<file path="config.mk">
export PLATFORM = sky130hd
export DESIGN_NAME = sevseg_scan_mux
export DESIGN_NICKNAME = d
export VERILOG_FILES = /design/src/rtl/sevseg_scan_mux.sv
export SDC_FILE = /design/constraint.sdc
export NUM_CORES = 1
export LEC_CHECK = 0
export BUFFER_PORTS_ARGS = -buffer_cell sky130_fd_sc_hd__buf_4
export CAP_MARGIN = 20
export CORE_MARGIN = 2
export CORE_UTILIZATION = 25
export CTS_CLUSTER_SIZE = 30
export DETAILED_ROUTE_END_ITERATION = 10
export GPL_ROUTABILITY_DRIVEN = 0
export PLACE_DENSITY = 0.48
export SLEW_MARGIN = 30
export SYNTH_ARGS = -nofsm -noshare
export SYNTH_HDL_FRONTEND = slang
export SYNTH_SLANG_ARGS = --single-unit
</file>
<file path="constraint.sdc">
create_clock -name clk -period 2.6 [get_ports clk]
set_input_delay 0.52 -clock clk [delete_from_list [all_inputs] [get_ports clk]]
set_output_delay 0.52 -clock clk [all_outputs]
set_load 0.05 [all_outputs]
</file>
<file path="src/rtl/sevseg_scan_mux.sv">
// sevseg_scan_mux
//   Time-multiplexed hex display driver for N_DIGITS common-enable 7-segment digits.
//   A prescaler divides clk into digit slots; each slot starts with DEAD_CYC cycles
//   with every digit off to suppress ghosting. New values are captured into pending
//   registers and only transferred to the display registers at the frame boundary,
//   so a frame never shows a mix of old and new digits.
//
// Parameters
//   N_DIGITS      digits scanned (2..8)
//   CLK_DIV       clk cycles per digit slot (>= 2)
//   DEAD_CYC      all-off cycles at the start of each slot (0..CLK_DIV-1)
//   BLINK_FRAMES  frames per blink half-period (only with SEVSEG_BLINK_EN)
//
// Ports
//   clk         system clock, rising edge
//   rst         synchronous reset, active-high
//   value_in    hex nibbles, digit i = value_in[4i+3:4i], digit 0 least significant
//   dp_in       decimal point request per digit, 1 = lit
//   load        1-cycle strobe capturing value_in/dp_in
//   lz_blank    1 = blank leading zero digits (sampled every cycle)
//   blink_mask  digits that go dark in the off blink phase (only with SEVSEG_BLINK_EN)
//   seg_n       segments {a,b,c,d,e,f,g}, active-low
//   dp_n        decimal point, active-low
//   dig_en      one-hot digit enable, active-high
//   frame_tick  1-cycle pulse after the last slot of a frame
//
// Build option
//   SEVSEG_BLINK_EN  adds BLINK_FRAMES, blink_mask and the frame-based blink phase.

module sevseg_scan_mux #(
    parameter int unsigned N_DIGITS     = 4,
    parameter int unsigned CLK_DIV      = 50000,
    parameter int unsigned DEAD_CYC     = 2
`ifdef SEVSEG_BLINK_EN
    ,
    parameter int unsigned BLINK_FRAMES = 64
`endif
) (
    input  logic                  clk,
    input  logic                  rst,
    input  logic [4*N_DIGITS-1:0] value_in,
    input  logic [N_DIGITS-1:0]   dp_in,
    input  logic                  load,
    input  logic                  lz_blank,
`ifdef SEVSEG_BLINK_EN
    input  logic [N_DIGITS-1:0]   blink_mask,
`endif
    output logic [6:0]            seg_n,
    output logic                  dp_n,
    output logic [N_DIGITS-1:0]   dig_en,
    output logic                  frame_tick
);

    localparam int unsigned PW = $clog2(CLK_DIV);
    localparam int unsigned IW = $clog2(N_DIGITS);

    localparam logic [PW-1:0] LastPc  = PW'(CLK_DIV - 1);
    localparam logic [PW-1:0] DeadPc  = PW'(DEAD_CYC);
    localparam logic [IW-1:0] LastIdx = IW'(N_DIGITS - 1);

    function automatic logic [6:0] hex_to_seg(input logic [3:0] h);
        logic [6:0] s;
        case (h)
            4'h0:    s = 7'b0000001;
            4'h1:    s = 7'b1001111;
            4'h2:    s = 7'b0010010;
            4'h3:    s = 7'b0000110;
            4'h4:    s = 7'b1001100;
            4'h5:    s = 7'b0100100;
            4'h6:    s = 7'b0100000;
            4'h7:    s = 7'b0001111;
            4'h8:    s = 7'b0000000;
            4'h9:    s = 7'b0000100;
            4'hA:    s = 7'b0001000;
            4'hB:    s = 7'b1100000;
            4'hC:    s = 7'b0110001;
            4'hD:    s = 7'b1000010;
            4'hE:    s = 7'b0110000;
            default: s = 7'b0111000;
        endcase
        return s;
    endfunction

    logic [PW-1:0]              pc_q, pc_d;
    logic [IW-1:0]              idx_q, idx_d;
    logic [N_DIGITS-1:0][3:0]   pend_val_q, pend_val_d;
    logic [N_DIGITS-1:0]        pend_dp_q, pend_dp_d;
    logic                       pend_flag_q, pend_flag_d;
    logic [N_DIGITS-1:0][3:0]   disp_val_q, disp_val_d;
    logic [N_DIGITS-1:0]        disp_dp_q, disp_dp_d;
    logic [6:0]                 seg_q, seg_d;
    logic                       dp_q, dp_d;
    logic [N_DIGITS-1:0]        dig_en_q, dig_en_d;
    logic                       frame_tick_q;
    logic                       fb;
    logic                       blank;

`ifdef SEVSEG_BLINK_EN
    localparam int unsigned BW = (BLINK_FRAMES > 1) ? $clog2(BLINK_FRAMES) : 1;
    localparam logic [BW-1:0] LastBlink = BW'(BLINK_FRAMES - 1);

    logic [BW-1:0] blink_cnt_q, blink_cnt_d;
    logic          blink_ph_q, blink_ph_d;
`endif

    // Scan position and display-register update.
    always_comb begin
        fb          = (pc_q == LastPc) && (idx_q == LastIdx);
        pc_d        = (pc_q == LastPc) ? '0 : pc_q + 1'b1;
        idx_d       = idx_q;
        if (pc_q == LastPc) begin
            idx_d = (idx_q == LastIdx) ? '0 : idx_q + 1'b1;
        end

        pend_val_d  = pend_val_q;
        pend_dp_d   = pend_dp_q;
        pend_flag_d = pend_flag_q;
        disp_val_d  = disp_val_q;
        disp_dp_d   = disp_dp_q;
        if (load) begin
            pend_val_d  = value_in;
            pend_dp_d   = dp_in;
            pend_flag_d = 1'b1;
        end
        // A load on the boundary cycle bypasses pending and goes straight to display.
        if (fb && (pend_flag_q || load)) begin
            disp_val_d  = load ? value_in : pend_val_q;
            disp_dp_d   = load ? dp_in : pend_dp_q;
            pend_flag_d = 1'b0;
        end

`ifdef SEVSEG_BLINK_EN
        blink_cnt_d = blink_cnt_q;
        blink_ph_d  = blink_ph_q;
        if (fb) begin
            if (blink_cnt_q == LastBlink) begin
                blink_cnt_d = '0;
                blink_ph_d  = ~blink_ph_q;
            end else begin
                blink_cnt_d = blink_cnt_q + 1'b1;
            end
        end
`endif
    end

    // Digit idx is a leading zero when it and every more-significant nibble are 0.
    always_comb begin
        blank = lz_blank && (idx_q != '0);
        for (int unsigned i = 1; i < N_DIGITS; i++) begin
            if ((IW'(i) >= idx_q) && (disp_val_q[i] != 4'h0)) begin
                blank = 1'b0;
            end
        end
    end

    // Pin values for the current (pc, idx); registered below.
    always_comb begin
        dig_en_d = '0;
        seg_d    = 7'h7F;
        dp_d     = 1'b1;
        if (pc_q >= DeadPc) begin
            dig_en_d[idx_q] = 1'b1;
            seg_d           = blank ? 7'h7F : hex_to_seg(disp_val_q[idx_q]);
            dp_d            = ~disp_dp_q[idx_q];
`ifdef SEVSEG_BLINK_EN
            if (blink_ph_q && blink_mask[idx_q]) begin
                seg_d = 7'h7F;
                dp_d  = 1'b1;
            end
`endif
        end
    end

    always_ff @(posedge clk) begin
        if (rst) begin
            pc_q         <= '0;
            idx_q        <= '0;
            pend_val_q   <= '0;
            pend_dp_q    <= '0;
            pend_flag_q  <= 1'b0;
            disp_val_q   <= '0;
            disp_dp_q    <= '0;
            seg_q        <= 7'h7F;
            dp_q         <= 1'b1;
            dig_en_q     <= '0;
            frame_tick_q <= 1'b0;
`ifdef SEVSEG_BLINK_EN
            blink_cnt_q  <= '0;
            blink_ph_q   <= 1'b0;
`endif
        end else begin
            pc_q         <= pc_d;
            idx_q        <= idx_d;
            pend_val_q   <= pend_val_d;
            pend_dp_q    <= pend_dp_d;
            pend_flag_q  <= pend_flag_d;
            disp_val_q   <= disp_val_d;
            disp_dp_q    <= disp_dp_d;
            seg_q        <= seg_d;
            dp_q         <= dp_d;
            dig_en_q     <= dig_en_d;
            frame_tick_q <= fb;
`ifdef SEVSEG_BLINK_EN
            blink_cnt_q  <= blink_cnt_d;
            blink_ph_q   <= blink_ph_d;
`endif
        end
    end

    assign seg_n      = seg_q;
    assign dp_n       = dp_q;
    assign dig_en     = dig_en_q;
    assign frame_tick = frame_tick_q;

endmodule

</file>
Yosys cells after proc, flatten, opt, wreduce, memory -nomap -nowiden
Memory sizes are Yosys's and may differ from the RTL's. A register that Yosys moved wholly into a read port is not among the register bits.
Cells that the tools add are included.
Widths: inputs -> output; s select.
{ "classes": {"magnitude_cmp": 6, "n_bitwise": 2, "reduce_logical": 16, "muxes": 12, "n_eq_ne": 2, "addsub": 2} }
{ "op_table": {"columns": ["op", "count"], "rows": [
  ["$add 16x1->16 const B", 1],
  ["$eq 16x16->1 const B", 1],
  ["$ge 16x2->1 const B", 1],
  ["$mux 16", 1],
  ["$reduce_bool 4->1", 3],
  ["$bmux 4 s2", 1],
  ["$mux 4", 2],
  ["$logic_and 1x1->1", 7],
  ["$reduce_or 2->1", 3],
  ["$mux 1", 5],
  ["$ge 2x2->1 const A", 2],
  ["$lt 2x3->1 const B", 1],
  ["$reduce_or 3->1", 1],
  ["$add 2x1->2 const B", 1],
  ["$bmux 1 s2", 1],
  ["$demux 1 s2", 1],
  ["$eq 2x2->1 const B", 1],
  ["$ge 1x2->1 const A", 1],
  ["$ge 2x1->1 const B", 1],
  ["$mux 2", 1],
  ["$not 1->1", 2],
  ["$reduce_bool 2->1", 1],
  ["$logic_or 1x1->1", 1]
]} }
{ "word_totals": {"romBits": 112, "mem_count": 1, "regBits": 65, "out_inout_bits": 13, "wordCells": 57} }
{ "memory_table": {"columns": ["memory", "words", "width", "rd", "rd_clocked_by_memory_dff", "wr", "line", "rtl"], "rows": [
  ["(name not given)", 16, 7, 1, 1, 0, "63", "case (h)"]
]} }

Depth between registers and ports, before layout
Gate-level depths: netlist of the first run.
{ "logic_depth": {"word_depth": 6, "ltp_mapped": 8} }

Worst setup path before layout of the first run
OpenSTA, ideal clock, no wires.
{ "synth_path": {"kind": "register to register", "from": "register pc_q[13]", "to": "register pc_q[10]", "slack_ns": 0.372, "path_buffers": 2, "period_less_slack_ns": 2.228, "t_arrival_ns": 2.111, "required_time_ns": 2.483, "stages_incl_launch_ff": 7, "path_cell_list": "dfxtp_1 or4_4 or4_1 buf_2 o21bai_1 buf_2 nor2_1"} }
{ "synth_between": {"elab_chain_cells": 2} }
{ "synth_lines": {"columns": ["element", "line", "rtl"], "rows": [
  ["start: declaration", "84", "logic [PW-1:0] pc_q, pc_d;"],
  ["start signal: assignment", "192", "pc_q <= pc_d;"],
  ["$eq 16x16->1", "109", "pc_d = (pc_q == LastPc) ? '0 : pc_q + 1'b1;"],
  ["$reduce_or 2->1 (no line)", null, null]
]} }
No other way between the ends.
A chain may end at the register's enable or synchronous reset.

Final worst setup path of the first run
{ "layout_path": {"from": "register pc_q[13]", "to": "register disp_val_q[13] (netlist name)"} }
{ "layout_between": {"elab_chain_cells": 3} }
{ "layout_lines": {"columns": ["element", "line", "rtl"], "rows": [
  ["$eq 16x16->1", "108", "fb = (pc_q == LastPc) && (idx_q == LastIdx);"],
  ["$logic_and 1x1->1", "108", null],
  ["$logic_and 1x1->1", "126", "if (fb && (pend_flag_q || load)) begin"],
  ["end signal: assignment", "197", "disp_val_q <= disp_val_d;"],
  ["end: declaration", "89", "logic [N_DIGITS-1:0][3:0] disp_val_q, disp_val_d;"]
]} }
No other way between the ends.

==> results.yml, run 1 <==
logic_synthesis:
  synthTopCellsByArea: "dfxtp_1 44%, mux2i_1 7.1%, ha_1 5.0%"
  synth_commonest_cells: "72 x dfxtp_1, 40 x nor2_1, 25 x a21oi_1"
  netlist_area_mm2: 0.00325
  synth-main-ff-cell: "dfxtp_1"
  synth-edff-count: 0
  seq_area_frac_synth_pct: 44.3
  synth_fp_nets: 379
  ys_types: 36
  avgSynthCellArea_um2: 9.51
  synthArstFlopShare_pct: 0
  synthCells: 342
  yosysWarnings: 0
  yosysTopAreaCell: "dfxtp_1"
  synth.ff_latch_count: 72
  yosysMostFrequentCell: "dfxtp_1"
  yosys.area.top_type_share_pct: 44.3
floorplanning:
  die_x_um: 118
  die_y_um: 118
  num_rows: 41
  dieArea_mm2: 0.0139
  ios: 37
  start_util_pct: 25.7
  core_area_mm2: 0.0127
timing:
  setup_viol: 0
  period_needed_ns: 2.41
  slew_headroom_pct: 52.5
  fin_ws_ns: 0.193
  tightestPinTransition_ns: 0.710
  hold_viol: 0
  tns_ns: 0
  rsz0062_at_grt: "false"
  max_freq_mhz: 415
  finalCritPeriodShare_pct: 92.6
  fin_worst_skew_ns: 0.00597
  finalMaxSlewViolations: 0
critical_path:
  worstSetupPathType: "reg2reg"
  cp_data_required_time_ns: 2.86
  cp_max_fo: 38
  cp-end-kind: "flip-flop"
  start_kind: "flip-flop"
  arrival_ns: 2.67
power_and_ir_drop:
  p_per_area_mw_per_mm2: 636
  static-leakage-power_nw: 1.50
  ir_drop_mv: 0.310
  power_mw: 2.57
placed_design:
  dp_hpwl_mm: 5.05
  place_area_mm2: 0.00373
  place_inst: 533
  placement.io_buffers: 36
  pre_cts_ws_ns: 0.215
drt:
  wirelength_mm: 7.38
  first_pass_iters: 4
  post-route-drc-count: 0
  vias: 2562
  vias_per_cell: 4.67
  drtIter0Drc: 112
  detail_route.wl_per_cell_um: 13.4
  ant_nets: 0
layout:
  final.fill_count: 1316
  drive_gt1_share_pct: 19.9
  diodes: 0
  syn2layout_area_growth_pct: 24.2
  nets: 409
  design_area_mm2: 0.00404
  fin_cells: 549
clocking:
  cts_made_buffers: 9
  post-cts-setup-buffers: 0
  clockBufferDepth: 2
  cts_resized: 0
  htreeDepth: 3
  clk_latency_ns: 0.33
  cts.hold.buffers_added: 0
  clk_pin_slew_worst_paths_ns: 0.06
  cts_tree: "built"
  cts_sinks: 72
  cts_root_buffer: "clkbuf_16"
run:
  max-cap-violations: 0
global_routing:
  grt_pass1_vias: 2421
  grt-ovfl-total: 0
  grt_start_max_net_pins: 47
  track_usage_pct: 10.9
  grt_first_pass_wirelength_mm: 12.2
  antenna_found_initial: 0
worst_hold_path:
  min_path_type: "in2reg"
status:
  outcome: "complete, no violations"
-- cell families after synthesis --
kind of cell | count (synthesis) | share of synthesized area [%]
AO/OA/AOI/OAI | 62 | 12.1
XOR/XNOR | 11 | 2.96
adder cells (fa/ha/maj) | 13 | 5.00
buffers and inverters | 37 | 4.39
flip-flops | 72 | 44.3
multiplexers | 30 | 11.2
AND/OR/NAND/NOR | 117 | 20.0
-- layer usage --
metal  global-route usage, %  wire length (µm)  vias to the layer above  part of all wire [%]
li1                        -                 -                     1315                     -
met5                       0                 0                        -                     0
met4                    4.74               146                        0                   2.0
met2                    16.0              3210                       48                    44
met1                    14.9              3730                     1187                    51
met3                    3.10               288                       12                   3.9
-- layout make-up --
class	count	area [µm²]	share of cell area, %
clock buffer	10	229	5.67
clock inverter	6	70.1	1.74
inverter	10	37.5	0.930
multi-input combinational	233	1690	41.8
sequential	72	1440	35.7
tap	172	215	5.33
timing repair buffer	46	358	8.86
-- registers in the layout, indices dropped and copies added (netlist names) --
register	cells
pend_flag_q	1
pend_dp_q	4
dp_n	1
dig_en	4
pend_val_q	16
disp_dp_q	4
seg_n	7
pc_q	16
idx_q	2
frame_tick	1
disp_val_q	16
-- report_power, final --
group / internal, mW / total (mW) / leakage (nW) / switching (mW)
registers: 1.14 / 1.15 / 0.587 / 0.0132
clock network: 0.748 / 1.23 / 0.147 / 0.482
logic: 0.0722 / 0.184 / 0.767 / 0.111
-- critical path, cell delays in order, from the launching register on --
cell,delay (ns)
dfxtp_1,0.32
or4_4,0.55
or4_1,0.59
buf_12,0.20
or4_1,0.51
a21oi_1,0.15
-- placed cells by master (no fill, tap or decap), types with 2 or more instances in the layout --
cell        n
dfxtp_1    72
buf_4      45
nor2_1     40
a21oi_1    25
mux2i_1    23
o31ai_1    21
or4_1      18
ha_1       13
nand3_1    10
inv_1       9
nand4_1     9
clkbuf_16   9
xor2_1      6
mux4_2      5
and2_1      5
nand2_1     5
o21ai_0     5
xnor2_1     5
nand4b_1    5
nor3_1      4
or3_1       4
o2111ai_1   4
nor2b_1     4
and3_1      4
clkinv_4    4
nor4_1      3
o21bai_1    3
mux2_2      2
or2_2       2
a22oi_1     2
-- worst paths after layout --
check | from | cells after the start | slack, ns | to
hold reg to reg | pc_q[0] | 1 | 0.47 | pc_q[0]
setup reg to reg | pc_q[13] | 5 | 0.19 | disp_val_q[13]
hold / removal | value_in[14] | 3 | 0.45 | pend_val_q[14]
setup / recovery | pc_q[13] | 5 | 0.19 | disp_val_q[13]
-- per-stage QoR --
step	hold WS, ns	util [%]
after floorplan	0.426	-
after global placement	0.443	29.4
after detailed placement	0.459	29.4
after CTS	0.442	31.8
after global routing	0.464	31.9
final	0.445	31.9
No activity file was read; power rests on OpenSTA's default activity.
==> run 2: changes to the inputs <==
--- a/config.mk
+++ b/config.mk
@@ -9,6 +9,7 @@
 export CAP_MARGIN = 20
 export CORE_MARGIN = 2
 export CORE_UTILIZATION = 25
+export CTS_BUF_LIST = sky130_fd_sc_hd__clkbuf_4
 export CTS_CLUSTER_SIZE = 30
 export DETAILED_ROUTE_END_ITERATION = 10
 export GPL_ROUTABILITY_DRIVEN = 0
==> run 2 against run 1 <==
  * Clock skew increased by 0.0083 ns
  * Worst setup slack about the same
  * Register-to-register slack about the same
  * Critical path depth unchanged
  * Clock-buffer cell count unchanged
  * Cell count increased by 0.18%
  * Sequential cell count unchanged
  * Wire length increased by 0.16%
  * Sequential power about the same
  * Non-clock buffer count unchanged
  * First-iteration DRC count decreased by 22%
  * Via count decreased by 0.27%
  * Largest cell class unchanged
==> results.yml, run 2 (same netlist as run 1, synthesis figures left out) <==
critical_path:
  arrival_ns: 2.78
  crit_buf_inv: 1
  crit_end: "disp_val_q[13]"
  rr_worst_depth: 5
  worstPathCellList: "or4_4, or4_1, buf_12, or4_1, a21oi_1"
  cp_slowest_stage_delay_ns: 0.59
  cp-end-kind: "flip-flop"
  crit_family: "simple AND/OR/NAND/NOR gates"
  cp_max_fo: 38
  start_kind: "flip-flop"
  slowest_stage: "or4_1"
  cp_common_cell: "or4_1"
  worstSetupPathType: "reg2reg"
  setup.worst_path.start: "pc_q[13]"
  r2r_end: "disp_val_q[13]"
  crit_cells: 5
  r2r_start: "pc_q[13]"
  cp_data_required_time_ns: 2.97
  ff2ff_setup_slack_ns: 0.19
timing:
  tightestPinTransition_ns: 0.721
  finalCritPeriodShare_pct: 92.6
  finalMaxSlewViolations: 0
  max_freq_mhz: 415
  rsz0062_at_grt: "false"
  period_needed_ns: 2.41
  tns_ns: 0
  setup_viol: 0
  fin_worst_skew_ns: 0.0143
  slew_headroom_pct: 51.7
  hold_viol: 0
layout:
  nets: 409
  mostFrequentLayoutCell: "dfxtp_1"
  syn2layout_area_growth_pct: 19.5
  fin_cells: 550
  reg.largest.list: "disp_val_q: 16 flops, pc_q: 16 flops, pend_val_q: 16 flops"
  final_cell_mix: "72 x dfxtp_1, 45 x buf_4, 40 x nor2_1"
  drive_gt1_share_pct: 20.2
  seq_area_mm2: 0.00144
  multi_input_area_mm2: 0.00169
  final.fill_count: 1329
clocking:
  htreeDepth: 3
  cts.hold.buffers_added: 0
  clk_latency_ns: 0.43
  post-cts-setup-buffers: 0
  cts_resized: 0
  cts_tree: "built"
  cts_made_buffers: 9
  clockBufferDepth: 2
  clk_pin_slew_worst_paths_ns: 0.13
  cts_root_buffer: "clkbuf_4"
  cts_sinks: 72
global_routing:
  grt_start_max_net_pins: 47
  track_usage_pct: 11.0
  grt_pass1_vias: 2404
  grt_first_pass_wirelength_mm: 12.2
  antenna_found_initial: 1
  grt-ovfl-total: 0
drt:
  wirelength_mm: 7.39
  drtIter0Drc: 87
  first_pass_iters: 4
  detail_route.wl_per_cell_um: 13.4
  post-route-drc-count: 0
  ant_nets: 0
  vias_per_cell: 4.65
  vias: 2555
worst_hold_path:
  holdPathStages: 3
  min_path_type: "in2reg"
power_and_ir_drop:
  power_mw: 2.07
  static-leakage-power_nw: 1.43
  ir_drop_mv: 0.338
  p_per_area_mw_per_mm2: 533
floorplanning:
  dieArea_mm2: 0.0139
  die_x_um: 118
  start_util_pct: 25.7
  ios: 37
  num_rows: 41
  core_area_mm2: 0.0127
  die_y_um: 118
placed_design:
  place_inst: 533
  dp_hpwl_mm: 5.05
  placement.io_buffers: 36
status:
  outcome: "complete, no violations"
run:
  max-cap-violations: 0
==> run 2: layout make-up <==
cell class                 instances  area share, %
multi-input combinational        233           43.4
sequential                        72           37.1
timing repair buffer              46           9.21
tap                              172           5.54
clock buffer                      10           1.93
clock inverter                     6           1.80
inverter                          10          0.966
antenna                            1         0.0644
==> run 2: worst min path at each step <==
stage	start	endpoint	slack, ns
floorplan	pc_q[0]	pc_q[0]	0.43
global placement	pc_q[0]	pc_q[0]	0.44
detailed placement	pc_q[0]	pc_q[0]	0.46
CTS	value_in[8]	pend_val_q[8]	0.31
global route	value_in[0]	pend_val_q[0]	0.32
finish	value_in[14]	pend_val_q[14]	0.34
==> run 2: routing by layer <==
metal,vias to the layer above,GRT usage [%],wire (µm),part of all wire (%)
li1,1315,-,-,-
met4,0,4.29,72,0.97
met3,6,3.25,244,3.3
met1,1193,15.2,3790,51
met2,41,15.9,3280,44
met5,-,0,0,0
==> run 2: power by group <==
| group | leakage [nW] | switching (mW) | total [mW] | internal (mW) |
|---|---|---|---|---|
| clock | 0.0805 | 0.425 | 0.734 | 0.309 |
| combinational | 0.767 | 0.112 | 0.184 | 0.0722 |
| sequential | 0.587 | 0.0132 | 1.15 | 1.14 |
| total | 1.43 | 0.550 | 2.07 | 1.52 |
==> run 2: worst min-delay path: stages <==
cell,delay [ns]
buf_4,0.08
mux2i_1,0.07
nor2_1,0.08
==> run 2: through the flow <==
stage / setup slack, ns / hold slack [ns] / area (µm²) / utilization [%]
2_1_floorplan: 0.372 / 0.426 / 3250 / -
3_3_place_gp: 0.236 / 0.443 / 3720 / 29.4
3_5_place_dp: 0.215 / 0.459 / 3730 / 29.4
4_1_cts: 0.191 / 0.309 / 3880 / 30.6
5_1_grt: 0.106 / 0.321 / 3890 / 30.7
6_report: 0.193 / 0.340 / 3890 / 30.7
